`src/rtl/ccmp_out_packer.sv`:
```
// CCMP output byte-to-word packer: assembles little-endian 32-bit words with
// byte enables from the CCMP byte stream and queues them for the MAC FIFO writer.
// Ports: macCoreClk/macCoreClkHardRst_n clock and async reset; ccmpOut*Mux byte
// stream in; flush_p abort; wordData/wordBe/wordLast/wordValid/wordReady word
// handshake out; packerOverflow sticky drop flag; packerIdle registered idle.
module ccmp_out_packer #(
  parameter int FIFO_DEPTH = 4
) (
  input  logic        macCoreClk,
  input  logic        macCoreClkHardRst_n,
  input  logic [7:0]  ccmpOutDataMux,
  input  logic        ccmpOutValidMux_p,
  input  logic        ccmpOutLastMux_p,
  input  logic        flush_p,
  input  logic        wordReady,
  output logic [31:0] wordData,
  output logic [3:0]  wordBe,
  output logic        wordLast,
  output logic        wordValid,
  output logic        packerOverflow,
  output logic        packerIdle
);

  localparam int AW = $clog2(FIFO_DEPTH);
  localparam int CW = AW + 1;

  typedef struct packed {
    logic        last;
    logic [3:0]  be;
    logic [31:0] data;
  } word_t;

  logic [23:0]   acc;
  logic [1:0]    lane;
  logic [AW-1:0] wr_ptr;
  logic [AW-1:0] rd_ptr;
  logic [CW-1:0] count;
  logic          ovf_q;
  logic          idle_q;
  word_t         mem [FIFO_DEPTH];
  word_t         head;

  logic          in_valid;
  logic          in_last;
  logic          push;
  logic [2:0]    n_bytes;
  logic [3:0]    be_new;
  logic [31:0]   raw;
  word_t         word_in;
  logic          full;
  logic          do_pop;
  logic          do_wr;
  logic          drop;
  logic [1:0]    lane_nxt;
  logic [CW-1:0] count_nxt;

  // Flush discards anything arriving in the same cycle.
  always_comb begin
    in_valid = ccmpOutValidMux_p & ~flush_p;
    in_last  = ccmpOutLastMux_p & ~flush_p;
    push     = (in_valid & (lane == 2'd3)) | in_last;
    n_bytes  = {1'b0, lane} + {2'b00, in_valid};
    be_new   = 4'((5'd1 << n_bytes) - 5'd1);
    raw      = {8'h00, acc};
    if (in_valid) begin
      raw[{lane, 3'b000} +: 8] = ccmpOutDataMux;
    end
    word_in.last = in_last;
    word_in.be   = be_new;
    // Lanes beyond the enabled bytes may hold stale bytes from an
    // earlier frame; zero them.
    for (int i = 0; i < 4; i++) begin
      word_in.data[8*i +: 8] = be_new[i] ? raw[8*i +: 8] : 8'h00;
    end
    full   = (count == CW'(FIFO_DEPTH));
    do_pop = wordValid & wordReady & ~flush_p;
    do_wr  = push & (~full | do_pop);
    drop   = push & full & ~do_pop;
    if (flush_p || push) begin
      lane_nxt = 2'd0;
    end else if (in_valid) begin
      lane_nxt = lane + 2'd1;
    end else begin
      lane_nxt = lane;
    end
    if (flush_p) begin
      count_nxt = '0;
    end else begin
      count_nxt = count + CW'(do_wr) - CW'(do_pop);
    end
  end

  always_ff @(posedge macCoreClk or negedge macCoreClkHardRst_n) begin
    if (!macCoreClkHardRst_n) begin
      acc    <= '0;
      lane   <= '0;
      wr_ptr <= '0;
      rd_ptr <= '0;
      count  <= '0;
      ovf_q  <= 1'b0;
      idle_q <= 1'b1;
    end else begin
      if (in_valid && lane != 2'd3) begin
        acc[{lane, 3'b000} +: 8] <= ccmpOutDataMux;
      end
      lane   <= lane_nxt;
      count  <= count_nxt;
      idle_q <= (lane_nxt == 2'd0) && (count_nxt == '0);
      if (flush_p) begin
        wr_ptr <= '0;
        rd_ptr <= '0;
        ovf_q  <= 1'b0;
      end else begin
        wr_ptr <= wr_ptr + AW'(do_wr);
        rd_ptr <= rd_ptr + AW'(do_pop);
        if (drop) begin
          ovf_q <= 1'b1;
        end
      end
    end
  end

  always_ff @(posedge macCoreClk) begin
    if (do_wr) begin
      mem[wr_ptr] <= word_in;
    end
  end

  // Head entry gated by occupancy so an empty FIFO presents zeros.
  assign head           = mem[rd_ptr];
  assign wordValid      = (count != '0);
  assign wordData       = wordValid ? head.data : 32'h0;
  assign wordBe         = wordValid ? head.be : 4'h0;
  assign wordLast       = wordValid ? head.last : 1'b0;
  assign packerOverflow = ovf_q;
  assign packerIdle     = idle_q;

endmodule

```
`config.mk`:
```
export PLATFORM = sky130hd
export DESIGN_NAME = ccmp_out_packer
export DESIGN_NICKNAME = d
export VERILOG_FILES = /design/src/rtl/ccmp_out_packer.sv
export SDC_FILE = /design/constraint.sdc
export NUM_CORES = 1
export LEC_CHECK = 0
export ABC_CLOCK_PERIOD_IN_PS = 9400
export CAP_MARGIN = 10
export CORE_MARGIN = 3
export CORE_UTILIZATION = 60
export CTS_BUF_LIST = sky130_fd_sc_hd__clkbuf_8 sky130_fd_sc_hd__clkbuf_16
export DETAILED_ROUTE_END_ITERATION = 7
export DONT_BUFFER_PORTS = 1
export GPL_TIMING_DRIVEN = 1
export PLACE_DENSITY = 0.75
export SLEW_MARGIN = 20
export SYNTH_ARGS = -nofsm -noshare
export SYNTH_HDL_FRONTEND = slang
export SYNTH_SLANG_ARGS = --single-unit
```
`constraint.sdc`:
```
create_clock -name macCoreClk -period 9.4 [get_ports macCoreClk]
set_input_delay 1.41 -clock macCoreClk [delete_from_list [all_inputs] [get_ports macCoreClk]]
set_output_delay 1.41 -clock macCoreClk [all_outputs]
set_load 0.01 [all_outputs]
```
### Yosys cells after proc, flatten, opt, wreduce, memory -nomap -nowiden

Memories as Yosys holds them, arrays and structs flattened.
Index checks and enable logic that the tools add are counted.

| storage, ports and cells | value |
|---|---|
| flip-flop bits (word level) | 35 |
| output and inout bits | 40 |
| latch bits | 0 |
| bits in read-only memories | 0 |
| memories kept | 1 |
| RAM bits | 148 |
| logic and storage cells | 63 |
| input bits | 14 |

Memories:

| name | depth | bits a word | rd ports | clocked after Yosys merged registers in | wr ports | RTL line | source |
|---|---|---|---|---|---|---|---|
| mem | 4 | 37 | 1 | 0 | 1 | 40 | `word_t mem [FIFO_DEPTH];` |

| cells by class | value |
|---|---|
| reductions and logical operators | 7 |
| shift-type cells | 5 |
| $lt $le $gt $ge | 0 |
| multiplexer cells | 19 |
| multipliers | 0 |
| div/mod/pow operators | 0 |
| bitwise logic cells | 13 |
| add/subtract/negate cells | 8 |
| eq/ne operators | 3 |

Operators with widths:

| operator | number |
|---|---|
| $mux W32 | 2 |
| $bwmux W32 | 1 |
| $mux W8 | 4 |
| $shift A8 B7 Y32 const A | 1 |
| $shiftx A8 B7 Y32 | 1 |
| $bwmux W24 | 1 |
| $shift A8 B7 Y24 const A | 1 |
| $shiftx A8 B7 Y24 | 1 |
| $and A1 B1 Y1 | 8 |
| $mux W2 | 4 |
| $neg A5 Y7 | 1 |
| $mux W1 | 5 |
| $add A2 B1 Y2 | 2 |
| $mux W4 | 1 |
| $shl A1 B3 Y4 const A | 1 |
| $sub A4 B1 Y4 const B | 1 |
| $add A2 B1 Y3 | 1 |
| $add A3 B1 Y3 | 1 |
| $eq A3 B3 Y1 const B | 1 |
| $logic_not A3 Y1 | 1 |
| $mux W3 | 1 |
| $not A1 Y1 | 3 |
| $reduce_bool A3 Y1 | 1 |
| $sub A3 B1 Y3 | 1 |
| other kinds (8) | 10 |

### Depth between registers and ports, before layout

Gate-level depths: netlist of the first run.

| depth | value |
|---|---|
| depth after elaboration | 10 |
| mapped depth | 11 |
| mapped depth without buffers | 11 |

### Worst setup path after synthesis of the first run

Ideal clock, no wire load.

| timing | value |
|---|---|
| path kind | input to register |
| start point | in flush_p |
| end point | mem mem[1][0] in the netlist's numbering (enable) |
| library setup time | 0.485 ns |
| buffers on the path | 1 |
| stages | 4 |
| arrival time | 4.866 ns |
| path slack | 4.049 ns |
| data required time | 8.915 ns |
| cell sequence | buf_2 nand2b_1 a311o_1 nor3b_1 |

| between the ends | value |
|---|---|
| longest elaborated chain between the ends | 7 |
| elaborated cells between the ends (all ways) | 10 |
| classes of those cells | mux: 2; bitwise: 8 |

Ends and longest elaborated chain:

| item | RTL line | source |
|---|---|---|
| from (decl) | 14 | `input logic flush_p,` |
| $not A1 Y1 (*) | 59, 60, 76 |  |
| $and A1 B1 Y1 | 59 | `in_valid = ccmpOutValidMux_p & ~flush_p;` |
| $and A1 B1 Y1 | 61 | `push = (in_valid & (lane == 2'd3)) \| in_last;` |
| $or A1 B1 Y1 | 61 |  |
| $and A1 B1 Y1 (*) | 77 | `do_wr = push & (~full \| do_pop);` |
| $mux W1 (*) | 124 | `if (do_wr) begin` |
| $mux W1 (not written as such) (*) | 125 | `mem[wr_ptr] <= word_in;` |
| to (decl) | 40 |  |

Mark *: on every way between the ends. The rest lies on a longest branch, timed or not.

==> flow_summary.toml, run 1 <==
[outcome]
status = "complete, no violations"

[drt]
drt_iter0_drc = 448
vias_per_cell = 6.41
drc = 0
ant_nets = 0
first_pass_iters = 5
drt-total-wl_mm = 14.7
num_vias = 3994
wl_per_cell_um = 23.6

[setup_path]
cp_slowest_cell = "xnor2_1"
crit_fanout = 26
critPathMostFrequentCell = "ha_1"
required_ns = 9.50
max_stage_delay_ns = 0.76
start_kind = "primary input"
worstSetupPathType = "in -> reg"
arrival_ns = 4.42
crit_buf_inv = 2
endpoint_kind = "register"
path_cells = "nor2b_1, buf_4, ha_1, ha_1, nor3_1, inv_1, ha_1, xnor2_1, nor2_1"
critical_path.top_delay_family = "simple AND/OR/NAND/NOR gates"

[sta]
maxSlewViolCount = 0
setup-tns-final_ns = 0
period_share_pct = 45.9
fmax_mhz = 232
max_slew_margin_pct = 33.3
clock_skew_ns = 0.00779
finalWorstSetupSlack_ns = 5.08
setup_violations = 0
worst_pin_slew_ns = 1.00
rsz0062_at_grt = "false"
period_needed_ns = 4.32
whs_ns = 0.505
hold_viol_final = 0

[placed_design]
portBuffers = 0
dpl.hpwl_mm = 9.24
dp_cells = 591
dpl_cell_area_mm2 = 0.00783
gp_congestion = 0.902
detailedPlace.worstSlack_ns = 4.69

[job]
cap_viol_max_count = 0

[synthesis]
yosys-mux-area-fraction_pct = 10.9
syn_area_mm2 = 0.00766
synth_warnings = 0
synth-compound-area-share_pct = 5.96
ys_seq_area_share_pct = 69.5
synthSimpleGateAreaFrac_pct = 8.36
synth_adder_area_share_pct = 2.22
netlist_instances = 437
synthArstFlopShare_pct = 19.1
syn_area_per_cell_um2 = 17.5
yosys.cell_types.count = 37
ys_seq_elements = 183
ys.flop_type = "edfxtp_1"
synth_edf_count = 148
syn-num-nets = 464
synth_top_family_by_area = "multiplexers"
synthXorXnorAreaFrac_pct = 0.637

[grt]
antenna_found_initial = 0
grt-ovfl-total = 0
first_global_vias = 4337
grt_pass1_wl_mm = 24.1
grt_max_degree = 40
grt.total_usage_pct = 22.6

[clock_tree]
clk_pin_slew_ns = 0.06
numCtsBuffers = 17
cts.sinks = 183
cts_tree = "done"
cts-hold-fix-buffers = 0
insertion_delay_ns = 0.42
cts.path.max_buffers = 2
htreeDepth = 4
ctsResizeCount = 0
post-cts-setup-buffers = 0
root_buffer = "clkbuf_16"

[die]
start_util_pct = 62.5
core_area_mm2 = 0.0123
fp.dieH_um = 119
io_pins = 54
dieArea_mm2 = 0.0142
die-width_um = 119
rows = 40

[power_and_ir_drop]
power.leakage_nw = 2.91
power.density_mw_per_mm2 = 228
p_total_mw = 1.92
ir_drop_mv = 0.256

[layout]
stdcell_area_mm2 = 0.00843
finish.utilization_pct = 68.8
layout-area-overhead-vs-synth_pct = 10.1
nNetsFinal = 469
diodes = 0
final_layout_size_suffix_gt1_share_pct = 19.3
multi_input_area_mm2 = 0.00218
regArea_mm2 = 0.00532
fillers = 813
final-instance-count-excl-fill = 623

[worst_hold_path]
worstHoldPathType = "reg -> reg"
## power breakdown
group / switching (mW) / internal, mW
registers: 0.0272 / 0.913
clock network: 0.290 / 0.412
logic: 0.169 / 0.112
total: 0.486 / 1.44
## per-layer routing
layer	part of all wire, %	track usage [%]
met5	0	0
met4	1.4	7.39
met3	7.3	7.45
met2	50	35.8
met1	41	29.9
## cell usage after synthesis, drive strengths merged (2+ instances only)
cell,count,area [um^2]
edfxtp,148,4440
a21oi,2,10.0
nand2b,2,12.5
clkbuf,6,22.5
a32oi,24,210
nand2,3,11.3
a22o,24,210
mux4,37,833
nor2b,42,263
nor4bb,2,20.0
dfrtp,34,851
nor3,3,15.0
nand3b,4,30.0
nor3b,5,47.5
ha,12,150
buf,20,124
nor2,30,113
inv,11,41.3
xnor2,3,26.3
and2,11,68.8
## cell usage in the layout (no fill, tap or decap), drive strengths merged, types with 2 or more instances in the layout
| master | netlist | routed |
|---|---|---|
| edfxtp | 148 | 148 |
| nor2b | 42 | 42 |
| mux4 | 37 | 37 |
| dfrtp | 34 | 34 |
| nor2 | 30 | 30 |
| a32oi | 24 | 24 |
| a22o | 24 | 24 |
| clkbuf | 6 | 20 |
| inv | 11 | 14 |
| ha | 12 | 12 |
| buf | 20 | 12 |
| and2 | 11 | 11 |
| nor3b | 5 | 5 |
| clkinv | 0 | 5 |
| nand3b | 4 | 4 |
| xnor2 | 3 | 3 |
| nand2 | 3 | 3 |
| nor3 | 3 | 3 |
| nand2b | 2 | 2 |
| a21oi | 2 | 2 |
| clkinvlp | 0 | 2 |
| bufinv | 0 | 2 |
| nor4bb | 2 | 2 |
## final timing paths
path	depth (start not counted)	slack, ns	startpoint	to
setup / recovery	9	5.08	ccmpOutValidMux_p	mem[2][20]
hold / removal	1	0.50	acc[18]	acc[18]
setup reg to reg	7	5.89	lane[0]	mem[2][20]
hold reg to reg	1	0.50	acc[18]	acc[18]
max in group asynchronous	0	8.55	macCoreClkHardRst_n	packerIdle
min in group asynchronous	0	0.68	macCoreClkHardRst_n	acc[3]
## flip-flops by register name, summed over array words and instances, names as in the netlist
signal / count
lane: 2
count: 3
wr_ptr: 2
packerOverflow: 1
mem: 148
rd_ptr: 2
acc: 24
packerIdle: 1
## final cells by class
class                   count  area share, %
clock buffers              20           5.53
clock inverters            12           1.50
inverters                  11          0.490
multi-input cells         217           25.8
flip-flops and latches    183           63.1
well taps                 168           2.49
repair buffers             12           1.07
## logic make-up (layout without fill, tap and decap cells)
logic type               after synthesis  after routing
flip-flops                           183            183
XOR/XNOR                               4              4
multiplexers                          37             37
AND/OR/NAND/NOR                      110            110
adder cells (fa/ha/maj)               13             13
buffers and inverters                 37             55
AO/OA/AOI/OAI                         53             53
No activity file was read; power rests on OpenSTA's default activity.
==> run 2: changes to the inputs <==
--- a/config.mk
+++ b/config.mk
@@ -5,7 +5,7 @@
 export SDC_FILE = /design/constraint.sdc
 export NUM_CORES = 1
 export LEC_CHECK = 0
-export ABC_CLOCK_PERIOD_IN_PS = 9400
+export ABC_CLOCK_PERIOD_IN_PS = 4300
 export CAP_MARGIN = 10
 export CORE_MARGIN = 3
 export CORE_UTILIZATION = 60
==> constraint.sdc (replaced) <==
create_clock -name macCoreClk -period 4.3 [get_ports macCoreClk]
set_input_delay 0.645 -clock macCoreClk [delete_from_list [all_inputs] [get_ports macCoreClk]]
set_output_delay 0.645 -clock macCoreClk [all_outputs]
set_load 0.01 [all_outputs]
==> flow_summary.toml, run 2 (same netlist as run 1, synthesis figures left out) <==
[outcome]
status = "complete, no violations"

[sta]
setup-tns-final_ns = 0
fmax_mhz = 323
worst_pin_slew_ns = 1.12
setup_violations = 0
max_slew_margin_pct = 25.6
period_share_pct = 72.0
clock_skew_ns = 0.00982
hold_viol_final = 0
period_needed_ns = 3.10
maxSlewViolCount = 0
rsz0062_at_grt = "false"

[layout]
final_common_cell = "edfxtp_1"
diodes = 0
largest_register_ffs = 148
regMostFlops = "mem"
nNetsFinal = 473
most-common-layout-cells = "edfxtp_1 (148), nor2b_1 (42), mux4_2 (37), dfrtp_1 (33), nor2_1 (30)"
finish.utilization_pct = 69.3
layout-area-overhead-vs-synth_pct = 10.9
top_regs = "mem: 148 flops, acc: 24 flops, count: 3 flops"
final_layout_size_suffix_gt1_share_pct = 20.5

[setup_path]
reg2regPathDepth = 11
crit_fanout = 8
worstSetupPathType = "reg -> reg"
ff2ff_setup_slack_ns = 1.20
critPathMostFrequentCell = "ha_1"
max_stage_delay_ns = 0.50
cp_slowest_cell = "dfrtp_1"
start_kind = "register"
required_ns = 4.63
arrival_ns = 3.42
timing.rr.start = "lane[0]"
endpoint_kind = "register"
path_cells = "ha_1, a21oi_1, a311o_1, ha_1, inv_1, ha_1, inv_1, fa_1, nor2_1, or2_2, nor4_1"
reg2reg_to = "packerIdle"

[drt]
drt-total-wl_mm = 14.3
num_vias = 3987
drc = 0
first_pass_iters = 5
wl_per_cell_um = 22.8
top_layer = "met4"
drt_iter0_drc = 445
wl_met1_mm = 6.12
met3_length_mm = 1.08
ant_nets = 0
vias_per_cell = 6.36
route.met2.wl_mm = 6.87

[placed_design]
portBuffers = 0
dpl.hpwl_mm = 8.96
gp_congestion = 0.808

[power_and_ir_drop]
power.leakage_nw = 2.94
power.density_mw_per_mm2 = 494
ir_drop_mv = 0.332
p_total_mw = 4.20

[die]
core_area_mm2 = 0.0123
die-width_um = 119
fp.dieH_um = 119
start_util_pct = 62.5
io_pins = 54
rows = 40
dieArea_mm2 = 0.0142

[grt]
grt-ovfl-total = 0
antenna_found_initial = 0
grt_max_degree = 39
grt.total_usage_pct = 21.8
first_global_vias = 4188
grt_pass1_wl_mm = 23.4

[worst_hold_path]
worstHoldPathType = "in -> async"

[clock_tree]
insertion_delay_ns = 0.43
cts.path.max_buffers = 2
htreeDepth = 4
cts.sinks = 183
root_buffer = "clkbuf_16"
numCtsBuffers = 17
cts_tree = "done"
post-cts-setup-buffers = 0
clk_pin_slew_ns = 0.07

[job]
cap_viol_max_count = 0
[run 2: cell count changes in the layout (fill, tap and decap cells not counted), sizes merged]
| cell | change |
|---|---|
| clkbuf | -1 |
| bufinv | -1 |
| buf | +4 |
| clkinvlp | -2 |
| inv | +4 |
[run 2: repair_timing]
action,4_1_cts,5_1_grt
gates resized for setup,0,0
hold endpoints to repair,34,0
hold buffers,1,0
[run 2: per-layer routing]
layer  track usage (%)  vias to the layer above
li1                  -                     1741
met1              30.5                     2079
met2              33.3                      150
met3              7.60                       17
met4              6.15                        0
met5                 0                        -
[run 2: worst max-delay path: cells and delay by family, from the launching register on]
family | cells | cell delay (ns)
AO/OA/AOI/OAI | 2 | 0.61
adder cells (fa/ha/maj) | 4 | 1.25
buffers and inverters | 2 | 0.10
flip-flops | 1 | 0.50
AND/OR/NAND/NOR | 3 | 0.54
[run 2: how the worst max path moves through the flow]
stage,start,depth (start not counted),to
6_report,lane[0],11,packerIdle
5_1_grt,lane[0],11,packerIdle
4_1_cts,lane[0],11,packerIdle
3_5_place_dp,ccmpOutValidMux_p,10,mem[1][21]
3_3_place_gp,ccmpOutValidMux_p,10,mem[0][17]
2_1_floorplan,ccmpOutValidMux_p,11,mem[0][16]
[run 2: layout make-up]
| cell class | count | area (um^2) |
|---|---|---|
| Clock buffer | 19 | 475 |
| Clock inverter | 13 | 110 |
| Fill cell | 778 | 3770 |
| Inverter | 11 | 41.3 |
| Multi-Input combinational cell | 217 | 2190 |
| Sequential cell | 183 | 5320 |
| Tap cell | 168 | 210 |
| Timing Repair Buffer | 16 | 145 |
[run 2: per-stage QoR]
step	hold WS [ns]	cells	cell area [um^2]	worst slack (ns)
after floorplan	0.349	437	7670	0.845
after global placement	0.351	594	7890	0.931
after detailed placement	0.352	594	7890	0.858
after CTS	0.0376	627	8490	1.17
after global routing	0.0263	627	8490	0.956
final	0.0480	627	8490	1.20
[run 2: where the power goes]
part	switching [mW]	internal, mW	leakage, nW
sequential	0.0621	2.00	1.85
clock	0.649	0.870	0.299
combinational	0.368	0.254	0.792
total	1.08	3.12	2.94
